===== src/rtl/fetch_unit.sv =====
// Instruction fetch unit: a four-state sequencer that fetches one word, holds it
// for the decoder until execution completes, then redirects the PC.
module fetch_unit #(
  parameter logic [31:0] RESET_PC = 32'h0000_3000
) (
  input  logic        clk,
  input  logic        rst,
  // imem handshake: imem_req is the valid side, held with a stable imem_addr;
  // imem_ready is the ready side, and a word transfers on any edge where both are 1.
  output logic        imem_req,
  output logic [31:0] imem_addr,
  input  logic        imem_ready,
  input  logic [31:0] imem_rdata,
  output logic [31:0] instr,
  output logic        instr_valid,
  output logic [5:0]  op,
  output logic [5:0]  funct,
  input  logic        exec_done,
  input  logic        jump,
  input  logic        jr,
  input  logic        beq,
  input  logic        bne,
  input  logic        blez,
  input  logic        bgtz,
  input  logic        alu_zero,
  input  logic [31:0] rs_data,
  output logic [31:0] pc,
  output logic [31:0] pc_plus4,
  output logic [31:0] retired,
  output logic        fault,
  output logic [1:0]  state_dbg
);

  typedef enum logic [1:0] {
    BOOT  = 2'd0,
    FETCH = 2'd1,
    HOLD  = 2'd2,
    FAULT = 2'd3
  } state_t;

  state_t      state;
  state_t      state_next;
  logic        load_instr;
  logic        retire;

  logic [31:0] branch_off;
  logic [31:0] branch_target;
  logic [31:0] jump_target;
  logic        rs_neg;
  logic        rs_zero;
  logic        taken;
  logic [31:0] next_pc;
  logic        misaligned;

  assign state_dbg = state;
  assign imem_addr = pc;
  assign pc_plus4  = pc + 32'd4;
  assign op        = instr[31:26];
  assign funct     = instr[5:0];

  // Redirect target selection; jr wins over jump, which wins over any branch.
  always_comb begin
    branch_off    = {{14{instr[15]}}, instr[15:0], 2'b00};
    branch_target = pc_plus4 + branch_off;
    jump_target   = {pc_plus4[31:28], instr[25:0], 2'b00};
    rs_neg        = rs_data[31];
    rs_zero       = (rs_data == 32'd0);
    taken         = (beq  & alu_zero)
                  | (bne  & ~alu_zero)
                  | (blez & (rs_neg | rs_zero))
                  | (bgtz & ~rs_neg & ~rs_zero);
    if (jr)         next_pc = rs_data;
    else if (jump)  next_pc = jump_target;
    else if (taken) next_pc = branch_target;
    else            next_pc = pc_plus4;
    misaligned    = (next_pc[1:0] != 2'b00);
  end

  always_comb begin
    state_next  = state;
    load_instr  = 1'b0;
    retire      = 1'b0;
    imem_req    = 1'b0;
    instr_valid = 1'b0;
    fault       = 1'b0;
    case (state)
      BOOT: begin
        state_next = FETCH;
      end
      FETCH: begin
        imem_req = 1'b1;
        if (imem_ready) begin
          load_instr = 1'b1;
          state_next = HOLD;
        end
      end
      HOLD: begin
        instr_valid = 1'b1;
        if (exec_done) begin
          retire     = 1'b1;
          state_next = misaligned ? FAULT : FETCH;
        end
      end
      FAULT: begin
        fault = 1'b1;
      end
      default: begin
        state_next = BOOT;
      end
    endcase
  end

  // A misaligned redirect still counts as retired, but the PC keeps pointing at
  // the instruction that produced it so software can locate the fault.
  always_ff @(posedge clk) begin
    if (rst) begin
      state   <= BOOT;
      pc      <= RESET_PC;
      instr   <= 32'd0;
      retired <= 32'd0;
    end else begin
      state <= state_next;
      if (load_instr) begin
        instr <= imem_rdata;
      end
      if (retire) begin
        retired <= retired + 32'd1;
        if (!misaligned) begin
          pc <= next_pc;
        end
      end
    end
  end

endmodule


===== config.mk =====
export PLATFORM = sky130hd
export DESIGN_NAME = fetch_unit
export DESIGN_NICKNAME = d
export VERILOG_FILES = /design/src/rtl/fetch_unit.sv
export SDC_FILE = /design/constraint.sdc
export NUM_CORES = 1
export LEC_CHECK = 0
export BUFFER_PORTS_ARGS = -buffer_cell sky130_fd_sc_hd__buf_2
export CAP_MARGIN = 20
export CORE_MARGIN = 1
export CORE_UTILIZATION = 55
export DETAILED_ROUTE_END_ITERATION = 12
export GPL_TIMING_DRIVEN = 0
export PLACE_DENSITY_LB_ADDON = 0.15
export SYNTH_ARGS = -nofsm -noshare
export SYNTH_HDL_FRONTEND = slang
export SYNTH_SLANG_ARGS = --single-unit
export TNS_END_PERCENT = 5

===== constraint.sdc =====
create_clock -name clk -period 9.4 [get_ports clk]
set_input_delay 1.41 -clock clk [delete_from_list [all_inputs] [get_ports clk]]
set_output_delay 1.41 -clock clk [all_outputs]
set_load 0.02 [all_outputs]

== Yosys cells after proc, flatten, opt, wreduce, memory -nomap -nowiden ==
Index checks and enable logic that the tools add are counted.
Word-level totals
  flip-flop bits (word level): 98
  output and inout bits: 177
  word-level logic and storage cells: 45
Cells by class
  $add $sub $neg: 3
  equality and inequality tests: 5
  mux-type cells: 14
  bitwise operators: 13
  reductions and logical operators: 6
Operators by type and width (number)
  2-to-1 mux 32 bit: 3
  adder 32 x 1 -> 32 bit, second input constant: 1
  adder 32 x 3 -> 32 bit, second input constant: 1
  adder 32 bit: 1
  zero test 32 bit: 1
  2-to-1 mux 1 bit: 7
  2-to-1 mux 2 bit: 3
  case mux 2 bit (3 select lines): 1
  AND 1 bit: 5
  == test 2 bit, second input constant: 2
  != test 2 bit, second input constant: 2
  NOT 1 bit: 4
  OR 1 bit: 4
  AND reduction 3 bit: 1
  nonzero test 3 bit: 1
  == test 2 x 1 -> 1 bit, second input constant: 1
  zero test 2 bit: 1
  AND reduction 2 bit: 1
  nonzero test 2 bit: 1

== Logic depth before layout (Yosys ltp) ==
  depth after elaboration: 12
  mapped depth: 17

== Worst setup path before layout ==
Ideal clock, no wire load.
  kind: register -> register
  from: register pc[2] (netlist: imem_addr[2])
  to: register pc[31] (netlist: imem_addr[31])
  library setup time: 0.073 ns
  arrival time: 3.986 ns
  setup slack: 5.341 ns
  cell stages (with the launch flop): 18
  cells stage by stage: dfxtp_1 -> ha_1 -> nand2_1 -> nor4_4 -> nand2_1 -> nor2_1 -> xor2_1 -> ha_1 -> clkbuf_1 -> a21oi_1 -> o21a_1 -> nor2_1 -> a2111o_1 -> a31oi_1 -> o21ai_0 -> a21oi_1 -> mux2_2 -> o22ai_2
Between the ends
  cells in the longest elaborated chain, start to end: 5
Ends and longest elaborated chain
  start, declared: RTL line 27  | output logic [31:0] pc,
  start signal, assigned: RTL line 129  | pc <= next_pc;
  adder 32 x 3 -> 32 bit: RTL line 57  | assign pc_plus4 = pc + 32'd4;
  via pc_plus4[24]: RTL line 28  | output logic [31:0] pc_plus4,
  adder 32 bit: RTL line 64  | branch_target = pc_plus4 + branch_off;
  2-to-1 mux 32 bit: RTL line 74  | else if (taken) next_pc = branch_target;
  2-to-1 mux 32 bit: RTL line 73  | else if (jump) next_pc = jump_target;
  2-to-1 mux 32 bit: RTL line 72  | if (jr) next_pc = rs_data;
The timed path passes the listed nets, and every way through them passes these cells.
A chain may end at the register's enable or synchronous reset.

== Worst setup path in the final report ==
  from: register pc[2] (netlist: imem_addr[2])
  to: register pc[31] (netlist: imem_addr[31])
Between the ends
  cells in the longest elaborated chain, start to end: 5
Ends and longest elaborated chain (RTL line)
  adder 32 x 3 -> 32 bit *: 57
  adder 32 bit: 64
  2-to-1 mux 32 bit: 74
  2-to-1 mux 32 bit *: 73
  2-to-1 mux 32 bit *: 72
Mark *: on every way between the ends. The rest lies on a longest branch, timed or not.

==> key figures <==
Status
  – Outcome: finished, final reports clean

Logic synthesis
  – Post-Syn Area: just over 7000 sq um
  – Synth Instances: 953
  – Mux contribution to synthesized area: 2.52%
  – Number of synthesized register bits: 98
  – Synth Area in Simple Gates: roughly a quarter
  – Yosys warnings: 0
  – Register area share after synthesis: 27.3%
  – Synth top area share: 27.3%
  – XOR/XNOR Fraction of Synth Area: 9.45%
  – Synth unique cells: 66
  – Most used DFF post-synth: dfxtp_1
  – Main combinational cell family by area after synthesis: simple AND/OR/NAND/NOR gates
  – Biggest area consumer among synthesized cells: dfxtp_1
  – Post-synth ARST share: 0%
  – Syn_area_per_cell: roughly 7.5 sq um
  – Largest cells by area after synthesis: dfxtp_1 (27%), ha_1 (7.3%), nand2_1 (7.0%)
  – Synth Area in Compound Gates: 20.2%
  – Post-synth EDFFs: 0
  – Synth Area in Adders: 7.59%
  – Syn nets: 1071

Drt
  – Drt drc: 0
  – Wire per inst: between 15 and 20 um
  – Via count: 8052
  – Wirelength, routed: 25000 um
  – Antenna viol nets, final: 0
  – Vias/cell: 5.78
  – DR iter-0 viols: 709
  – DRT Pass-1 Iters: 5

Global routing
  – First-pass GRT wire length: 37400 um
  – Vias in the first global route: 7171
  – Tot GR Track Use: a little over a third
  – Initial antenna violation count: 2
  – Largest net degree at the start of global routing: 28
  – GRT overflow: 0

STA
  – RSZ-0062 raised after global routing: no
  – Hold Slack: 470 ps
  – Max Slew Vio Count: 0
  – # setup viols final: 0
  – Final Hold Violating Endpoints: 0
  – Peak Freq: 0.218 GHz
  – Slew headroom: 43.1%
  – Fin crit share: 48.8%
  – Worst Tran Pin Value: approximately 850 ps
  – Minimum clock period: 4580 ps
  – Setup_tns: 0 ps
  – Setup Skew: 6.83 ps

Clock tree
  – H-tree Lvls: 3
  – Hold Buf Count CTS: 0
  – Clock sinks: 98
  – Post-CTS resize count: 0
  – CTS tree: yes
  – Setup Buffers After CTS: 0
  – Clock root cell: clkbuf_16
  – Inserted Clock Buffers: 9
  – Clock Latency Late Sink: 360 ps
  – Clock Path Buffers: 2
  – Clock slew seen by the registers of the worst setup and hold paths: approximately 70 ps

Place
  – Routability-driven placement congestion ratio: approximately 1.0
  – Port bufs: 249
  – Detail Placement HPWL: 19400 um

Die
  – I/O pin count: 252
  – Row cnt: 41
  – Initial core utilization: 56.7%
  – Die W: 116 um
  – Die height: between 100 and 150 um
  – Core Area: ~13000 sq um
  – Overall die area: 13500 sq um

Critical path
  – CP cell instances: ha_1, nand2_1, nor4_4, nand2_1, nor2_1, xor2_1, ha_1, clkbuf_1, a21oi_1, o21a_1, nor2_1, a2111o_1, a31oi_1, o21ai_0, a21oi_1, mux2_2, o22ai_2
  – Top delay family on crit path: compound AO/OA/AOI/OAI gates
  – Worst setup SP type: register
  – Worst-path maximum fanout: 8
  – CP Capture Type: register
  – Worst EP arrival: 4870 ps
  – Worst stage delay on the critical path: approximately 600 ps
  – Reg2reg setup slack: 4820 ps
  – Critical path required time: 9690 ps
  – Bufs and invs on worst path: 1
  – Setup CP Type: register to register
  – Slowest CP cell: nor4_4

Finish
  – Fraction of layout cells with a size suffix above 1: 28.4%
  – Area growth syn-to-layout: 25.2%
  – Filler instances: 1137
  – Fin util: 71.0%
  – Final nets: 1332

Pwr
  – Pwr dens: 122 nW/um^2
  – Worst VDD drop: a little over 90 uV
  – Lkg Pwr: 4.43 nW

Worst hold path
  – Hold WC Path Type: register to register

Job
  – Max Cap Viol: 0
registers in the layout (all words and copies together) (netlist names):
register   cells
imem_addr     32
instr         32
retired       32
state_dbg      2
stage by stage:
stage | instance area (sq um) | cells | setup WS, ps | total power [mW]
after floorplan | 7190 | 953 | 5340 | 0.617
after global placement | 8650 | 1374 | 4990 | 0.704
after detailed placement | 8650 | 1374 | 4930 | 0.708
after CTS | 8960 | 1390 | 4910 | 1.09
after global routing | 8990 | 1391 | 4570 | 1.14
final | 9000 | 1394 | 4820 | 1.10
where the power goes:
group / switching [mW] / total [mW] / internal, mW
combinational: 0.163 / 0.254 / 0.0912
sequential: 0.0212 / 0.451 / 0.430
clock: 0.184 / 0.396 / 0.212
path summary, 6_finish.rpt:
path	startpoint	endpoint	depth (start not counted)
setup / recovery	imem_addr[2]	imem_addr[31]	17
hold / removal	instr[26]	instr[26]	2
setup reg to reg	imem_addr[2]	imem_addr[31]	17
hold reg to reg	instr[26]	instr[26]	2
routing by layer:
layer	wire, um	GRT usage (%)	up-vias	share of wire (%)
li1	-	-	3845	-
met1	10200	45.9	3693	41
met2	11200	57.7	427	45
met3	2460	9.13	85	9.8
met4	1130	19.7	2	4.5
met5	17	0	-	0.068
cells in the mapped netlist (6+ instances only):
cell and number:
o21ai_0 44, xnor2_1 25, or3_1 8, nor4_1 8
a211oi_1 28, a21o_1 8, inv_1 18, nand4_1 11
nor2_1 100, clkbuf_1 36, mux2i_1 10, mux2_2 6
o211ai_1 11, a31oi_1 8, a21oi_1 98, and2_1 6
dfxtp_1 98, xor2_1 47, nor3_1 15, ha_1 42
buf_4 46, o21a_1 7, and3_1 17, buf_2 7
nand2_1 135, nand3_1 43
cell usage in the layout (no fill, tap or decap), types with 15 or more instances in the layout:
cell      synthesis  routed
a211oi_1         28      28
a21oi_1          98      98
and3_1           17      17
buf_2             7     256
buf_4            46      46
clkbuf_1         36      36
dfxtp_1          98      98
ha_1             42      42
inv_1            18      18
nand2_1         135     135
nand3_1          43      43
nor2_1          100     100
nor3_1           15      15
o21ai_0          44      44
xnor2_1          25      25
xor2_1           47      47
tightest hold or removal path, cell delays in order, from the launching register on:
cell	delay [ps]
dfxtp_1	320
nand2_1	50
a21oi_1	50
area by class of cell:
type                    count  area [sq um]  share of cell area (%)
multi-input cells         744          4620                    51.3
diodes                      3          7.51                  0.0834
inverters                  19          71.3                   0.792
well taps                 172           215                    2.39
repair buffers            250          1270                    14.2
flip-flops and latches     98          1960                    21.8
clock buffers               9           225                    2.50
plain buffers              92           534                    5.94
clock inverters             7          90.1                    1.00
kinds of logic after synthesis:
| kind of cell | Yosys count |
|---|---|
| and+or+nand+nor | 372 |
| DFF | 98 |
| muxes | 17 |
| adders and majority gates | 43 |
| buffers and inverters | 111 |
| AOI/OAI and AO/OA | 237 |
| xor gates and xnor gates | 75 |
Note: power is estimated with default switching activity, not from simulation.
